[config.mk]
export PLATFORM = sky130hd
export DESIGN_NAME = act_stream_loader
export DESIGN_NICKNAME = d
export VERILOG_FILES = /design/src/rtl/rtlinf_pkg.sv /design/src/rtl/act_stream_loader.sv
export SDC_FILE = /design/constraint.sdc
export NUM_CORES = 1
export LEC_CHECK = 0
export BUFFER_PORTS_ARGS = -buffer_cell sky130_fd_sc_hd__buf_2
export CORE_UTILIZATION = 52
export CTS_CLUSTER_DIAMETER = 30
export DETAILED_ROUTE_END_ITERATION = 8
export PLACE_DENSITY_LB_ADDON = 0.05
export SLEW_MARGIN = 20
export SYNTH_ARGS = -nofsm -noshare
export SYNTH_HDL_FRONTEND = slang
export SYNTH_SLANG_ARGS = --single-unit
[constraint.sdc]
create_clock -name clk -period 3.09 [get_ports clk]
set_input_delay 0.1545 -clock clk [delete_from_list [all_inputs] [get_ports clk]]
set_output_delay 0.1545 -clock clk [all_outputs]
set_load 0.02 [all_outputs]
[src/rtl/rtlinf_pkg.sv]
// Shared RTLinf definitions: activation-loader state encoding plus port and word-width helpers.
package rtlinf_pkg;

    localparam int unsigned LOADER_STATE_W = 3;

    localparam logic [LOADER_STATE_W-1:0] LD_IDLE     = 3'd0;
    localparam logic [LOADER_STATE_W-1:0] LD_ASSIGN   = 3'd1;
    localparam logic [LOADER_STATE_W-1:0] LD_STREAM   = 3'd2;
    localparam logic [LOADER_STATE_W-1:0] LD_FLUSH    = 3'd3;
    localparam logic [LOADER_STATE_W-1:0] LD_UNASSIGN = 3'd4;
    localparam logic [LOADER_STATE_W-1:0] LD_DONE     = 3'd5;

    // The host-side (local) port sits just past the kernel ports.
    function automatic int unsigned local_port(input int unsigned num_kernels);
        return num_kernels;
    endfunction

    function automatic int unsigned word_width(input int unsigned group_size,
                                               input int unsigned data_width);
        return group_size * data_width;
    endfunction

endpackage

[src/rtl/act_stream_loader.sv]
// Host-side activation loader: assigns an RTLinf activation memory, streams words into
// consecutive addresses, unassigns the memory and pulses done.
module act_stream_loader
    import rtlinf_pkg::*;
#(
    parameter int unsigned DATA_WIDTH           = 8,
    parameter int unsigned GROUP_SIZE           = 4,
    parameter int unsigned NUM_KERNELS          = 1,
    parameter int unsigned LOG_NUM_KERNELS      = 1,
    parameter int unsigned LOG_NUM_ACT_MEMORIES = 1,
    parameter int unsigned LOG_MAX_ADDRESS      = 12
) (
    input  logic                                              clk,
    input  logic                                              rst,
    input  logic                                              start,
    input  logic [LOG_NUM_ACT_MEMORIES-1:0]                   start_memory,
    input  logic [LOG_MAX_ADDRESS-1:0]                        start_base_addr,
    input  logic [LOG_MAX_ADDRESS:0]                          start_num_words,
    input  logic [word_width(GROUP_SIZE, DATA_WIDTH)-1:0]     in_data,
    input  logic                                              in_valid,
    output logic                                              in_ready,
    output logic                                              cmd_act_assign,
    output logic                                              cmd_act_unassign,
    output logic [LOG_NUM_KERNELS:0]                          cmd_act_read_port,
    output logic [LOG_NUM_KERNELS:0]                          cmd_act_write_port,
    output logic [LOG_NUM_ACT_MEMORIES-1:0]                   cmd_act_memory,
    output logic                                              act_write,
    output logic [LOG_MAX_ADDRESS-1:0]                        act_write_addr,
    output logic [word_width(GROUP_SIZE, DATA_WIDTH)-1:0]     act_write_data,
    output logic                                              busy,
    output logic                                              done
);

    localparam int unsigned WORD_W = word_width(GROUP_SIZE, DATA_WIDTH);
    localparam logic [LOG_NUM_KERNELS:0] LOCAL_PORT =
        (LOG_NUM_KERNELS+1)'(local_port(NUM_KERNELS));
    localparam logic [LOG_MAX_ADDRESS:0] CNT_ONE = (LOG_MAX_ADDRESS+1)'(1);

    logic [LOADER_STATE_W-1:0]       state_q, state_d;
    logic [LOG_MAX_ADDRESS:0]        count_q, count_d;
    logic [LOG_MAX_ADDRESS:0]        num_q;
    logic [LOG_MAX_ADDRESS-1:0]      base_q;
    logic [LOG_NUM_ACT_MEMORIES-1:0] mem_q;
    logic                            in_ready_q;
    logic                            assign_q;
    logic                            unassign_q;
    logic                            write_q;
    logic [LOG_MAX_ADDRESS-1:0]      addr_q;
    logic [WORD_W-1:0]               data_q;
    logic                            busy_q;
    logic                            done_q;
    logic [LOG_NUM_KERNELS:0]        rport_q;
    logic [LOG_NUM_KERNELS:0]        wport_q;
    logic                            handshake;

    always_comb begin
        state_d   = state_q;
        count_d   = count_q;
        handshake = (state_q == LD_STREAM) && in_valid && in_ready_q;
        case (state_q)
            LD_IDLE: begin
                if (start) begin
                    state_d = LD_ASSIGN;
                    count_d = '0;
                end
            end
            LD_ASSIGN:   state_d = (num_q != '0) ? LD_STREAM : LD_UNASSIGN;
            LD_STREAM: begin
                if (handshake) begin
                    count_d = count_q + CNT_ONE;
                    if (count_d == num_q) state_d = LD_FLUSH;
                end
            end
            LD_FLUSH:    state_d = LD_UNASSIGN;
            LD_UNASSIGN: state_d = LD_DONE;
            LD_DONE:     state_d = LD_IDLE;
            default:     state_d = LD_IDLE;
        endcase
    end

    // Every strobe is registered from the next state, so each appears in the cycle the FSM sits there.
    always_ff @(posedge clk) begin
        if (rst) begin
            state_q    <= LD_IDLE;
            count_q    <= '0;
            num_q      <= '0;
            base_q     <= '0;
            mem_q      <= '0;
            in_ready_q <= 1'b0;
            assign_q   <= 1'b0;
            unassign_q <= 1'b0;
            write_q    <= 1'b0;
            addr_q     <= '0;
            data_q     <= '0;
            busy_q     <= 1'b0;
            done_q     <= 1'b0;
            rport_q    <= LOCAL_PORT;
            wport_q    <= LOCAL_PORT;
        end else begin
            state_q <= state_d;
            count_q <= count_d;
            if ((state_q == LD_IDLE) && start) begin
                mem_q  <= start_memory;
                base_q <= start_base_addr;
                num_q  <= start_num_words;
            end
            busy_q     <= (state_d != LD_IDLE);
            assign_q   <= (state_d == LD_ASSIGN);
            in_ready_q <= (state_d == LD_STREAM);
            unassign_q <= (state_d == LD_UNASSIGN);
            done_q     <= (state_d == LD_DONE);
            write_q    <= handshake;
            if (handshake) begin
                addr_q <= base_q + count_q[LOG_MAX_ADDRESS-1:0];
                data_q <= in_data;
            end
            rport_q <= LOCAL_PORT;
            wport_q <= LOCAL_PORT;
        end
    end

    assign in_ready           = in_ready_q;
    assign cmd_act_assign     = assign_q;
    assign cmd_act_unassign   = unassign_q;
    assign cmd_act_read_port  = rport_q;
    assign cmd_act_write_port = wport_q;
    assign cmd_act_memory     = mem_q;
    assign act_write          = write_q;
    assign act_write_addr     = addr_q;
    assign act_write_data     = data_q;
    assign busy               = busy_q;
    assign done               = done_q;

endmodule
==> results.md <==
- Vias in the first global route: 3581
- Ys async rst share: 0
- Seq/Total Area, Yosys: 0.4355
- Hold Buf Count CTS: 0
- Synthesized flop and latch total: 92
- Clock tree sinks: 92
- Nets: 714
- # Post-CTS Setup Buffers: 0
- GRT Overall Usage: 0.2489
- Yosys warning count: 0
- Post-CTS Resized: 0
- PwrDens: 492.0 nW/um^2
- Post-synth cell types: 51
- CP startpoint kind: flip-flop
- Routability cong.: 0.9552
- Drt drc: 0
- PortBufs: 112
- IO Pins: 117
- Final worst path period share: 0.7855
- Fin crit period: 2.427 ns
- Layout cell share with drive strength beyond 1: 0.2283
- Syn avg cell area: 7.760 sq um
- First-pass GRT wire length: 16.62 mm
- Clk slew on worst S/H paths: 0.09 ns
- Chip height: 92.18 um
- Data required, critical path: 3.34 ns
- Initial core utilization: 0.5417
- Hold depth: 3
- Clock latency on the worst-skew pair: 0.36 ns
- Critical path class: reg -> reg
- Setup crit end kind: flip-flop
- Mapped Area: 4229 sq um
- Number of diodes: 0
- Setup violations, final: 0
- Initial antenna violation count: 0
- CTS Buf Count: 9
- Post-synth EDFFs: 0
- Top FF cell, synth: dfxtp_1
- FF-to-FF setup slack: 0.66 ns
- Initial drt markers: 128
- Peak supply drop: 0.2937 mV
- Total die area: 8497 sq um
- Leakage power: 0.002109 uW
- Fmax: 0.4120 GHz
- FP Rows: 32
- Clock Skews: 0.01006 ns
- Chip width: 92.18 um
- Final Total Pwr: 2484 uW
- Worst R2R Path Depth: 7
- Worst-Margin Slew: 0.6385 ns
- Critical path peak fanout: 8
- Fin. Hold Viols: 0
- Max-cap violations: 0
- Global route overflow: 0
- Wirelength, routed: 10.03 mm
- Via count: 3967
- Largest net degree at the start of global routing: 36
- CTS tree: built
- Average wire per standard cell: 13.45 um
- Setup TNS: 0 ns
- H-tree levels: 3
- Clock root cell: clkbuf_8
- Placeable Area: 7807 sq um
- Clock buffer depth: 2
- Hpwl dp: 7.264 mm
- Area Overhead vs Synth: 19.41%
- Final Max Slew Viols: 0
- Post-synthesis cell count: 545
- Via/cell ratio: 5.318
- Max_slew headroom: 0.5744
- Hold crit path type: in -> reg
- RSZ-0062 raised after global routing: false
- Status: finished clean
- DRT Pass-1 Iters: 4
- CP arrival: 2.68 ns
- Antenna Nets Post-Route: 0
power by group:
part	switching [uW]	internal (uW)	leakage, uW
Clock	425	503	0.000120
Combinational	169	120	0.00124
Sequential	40.0	1230	0.000746
synth_stat cells, drive strengths merged (7+ instances only):
master | n | area (sq um)
dfxtp | 92 | 1842
clkbuf | 27 | 102.6
nand4 | 7 | 50.05
o21ai | 22 | 110.1
xnor2 | 19 | 166.4
a21oi | 90 | 450.4
nor3 | 10 | 50.05
nand2 | 142 | 533.0
buf | 11 | 62.56
nor2 | 29 | 108.9
ha | 12 | 150.1
inv | 7 | 26.28
sequential cells by signal (all words and copies together), names as in the netlist:
signal	cells
act_write_data	32
count_q	13
num_q	13
act_write_addr	12
base_q	12
state_q	3
act_write	1
busy	1
cmd_act_assign	1
cmd_act_memory	1
cmd_act_unassign	1
done	1
in_ready	1
worst max-delay path: stages (launching register included):
cell and delay (ns):
dfxtp_1 0.52, ha_1 0.32, nand3_1 0.25, nor3_1 0.35, xnor2_1 0.16, nand4_1 0.10, or4_1 0.45, and3_1 0.18
through the flow:
step	worst slack, ns	instances	hold slack (ns)	utilization	cell area [sq um]
after CTS	0.6804	746	0.008708	0.6468	5050
after floorplan	0.9377	547	0.2783	-	4237
after global placement	0.7746	730	0.3938	0.6168	4816
after detailed placement	0.7142	730	0.4016	0.6168	4816
final	0.6627	746	0.02551	0.6468	5050
after global routing	0.4327	746	0.01092	0.6468	5050
final timing paths:
| kind | from | end |
|---|---|---|
| hold / removal | start_num_words[3] | num_q[3] |
| hold reg to reg | act_write_addr[5] | act_write_addr[5] |
| setup / recovery | count_q[0] | in_ready |
| setup reg to reg | count_q[0] | in_ready |
area by class of cell:
type / count / area [sq um]
fill: 743 / 2758
multi-input combinational: 410 / 2207
sequential: 92 / 1842
timing repair buffer: 119 / 613.1
clock buffer: 11 / 151.4
tap: 102 / 127.6
clock inverter: 5 / 82.58
inverter: 7 / 26.28
routing by layer:
| layer | vias up | GRT usage | routed length, um |
|---|---|---|---|
| met5 | - | 0 | 0 |
| met4 | 0 | 0.1120 | 189 |
| met3 | 15 | 0.04478 | 548 |
| met2 | 114 | 0.4192 | 4780 |
| met1 | 1797 | 0.3093 | 4516 |
| li1 | 2041 | - | - |
placed cells by master (no fill, tap or decap), types with 6 or more instances in the layout:
cell type / count
nand4_1: 6
a211oi_1: 6
ha_1: 12
nor3_1: 10
a21oi_1: 90
buf_2: 112
o21ai_0: 22
nand3_1: 6
xnor2_1: 19
inv_1: 7
nand2_1: 141
buf_4: 7
nor2_1: 29
clkbuf_8: 11
dfxtp_1: 92
logic make-up (layout without fill, tap and decap cells):
logic type / count (synthesis) / count (layout) / share of synthesized area
AOI/OAI and AO/OA: 140 / 140 / 0.1873
xor gates and xnor gates: 24 / 24 / 0.04970
adders and majority gates: 13 / 13 / 0.04024
buffers and inverters: 45 / 142 / 0.04527
DFF: 92 / 92 / 0.4355
other: 2 / 4 / 0.001776
and+or+nand+nor: 229 / 229 / 0.2402
Note: power is estimated with default switching activity, not from simulation.
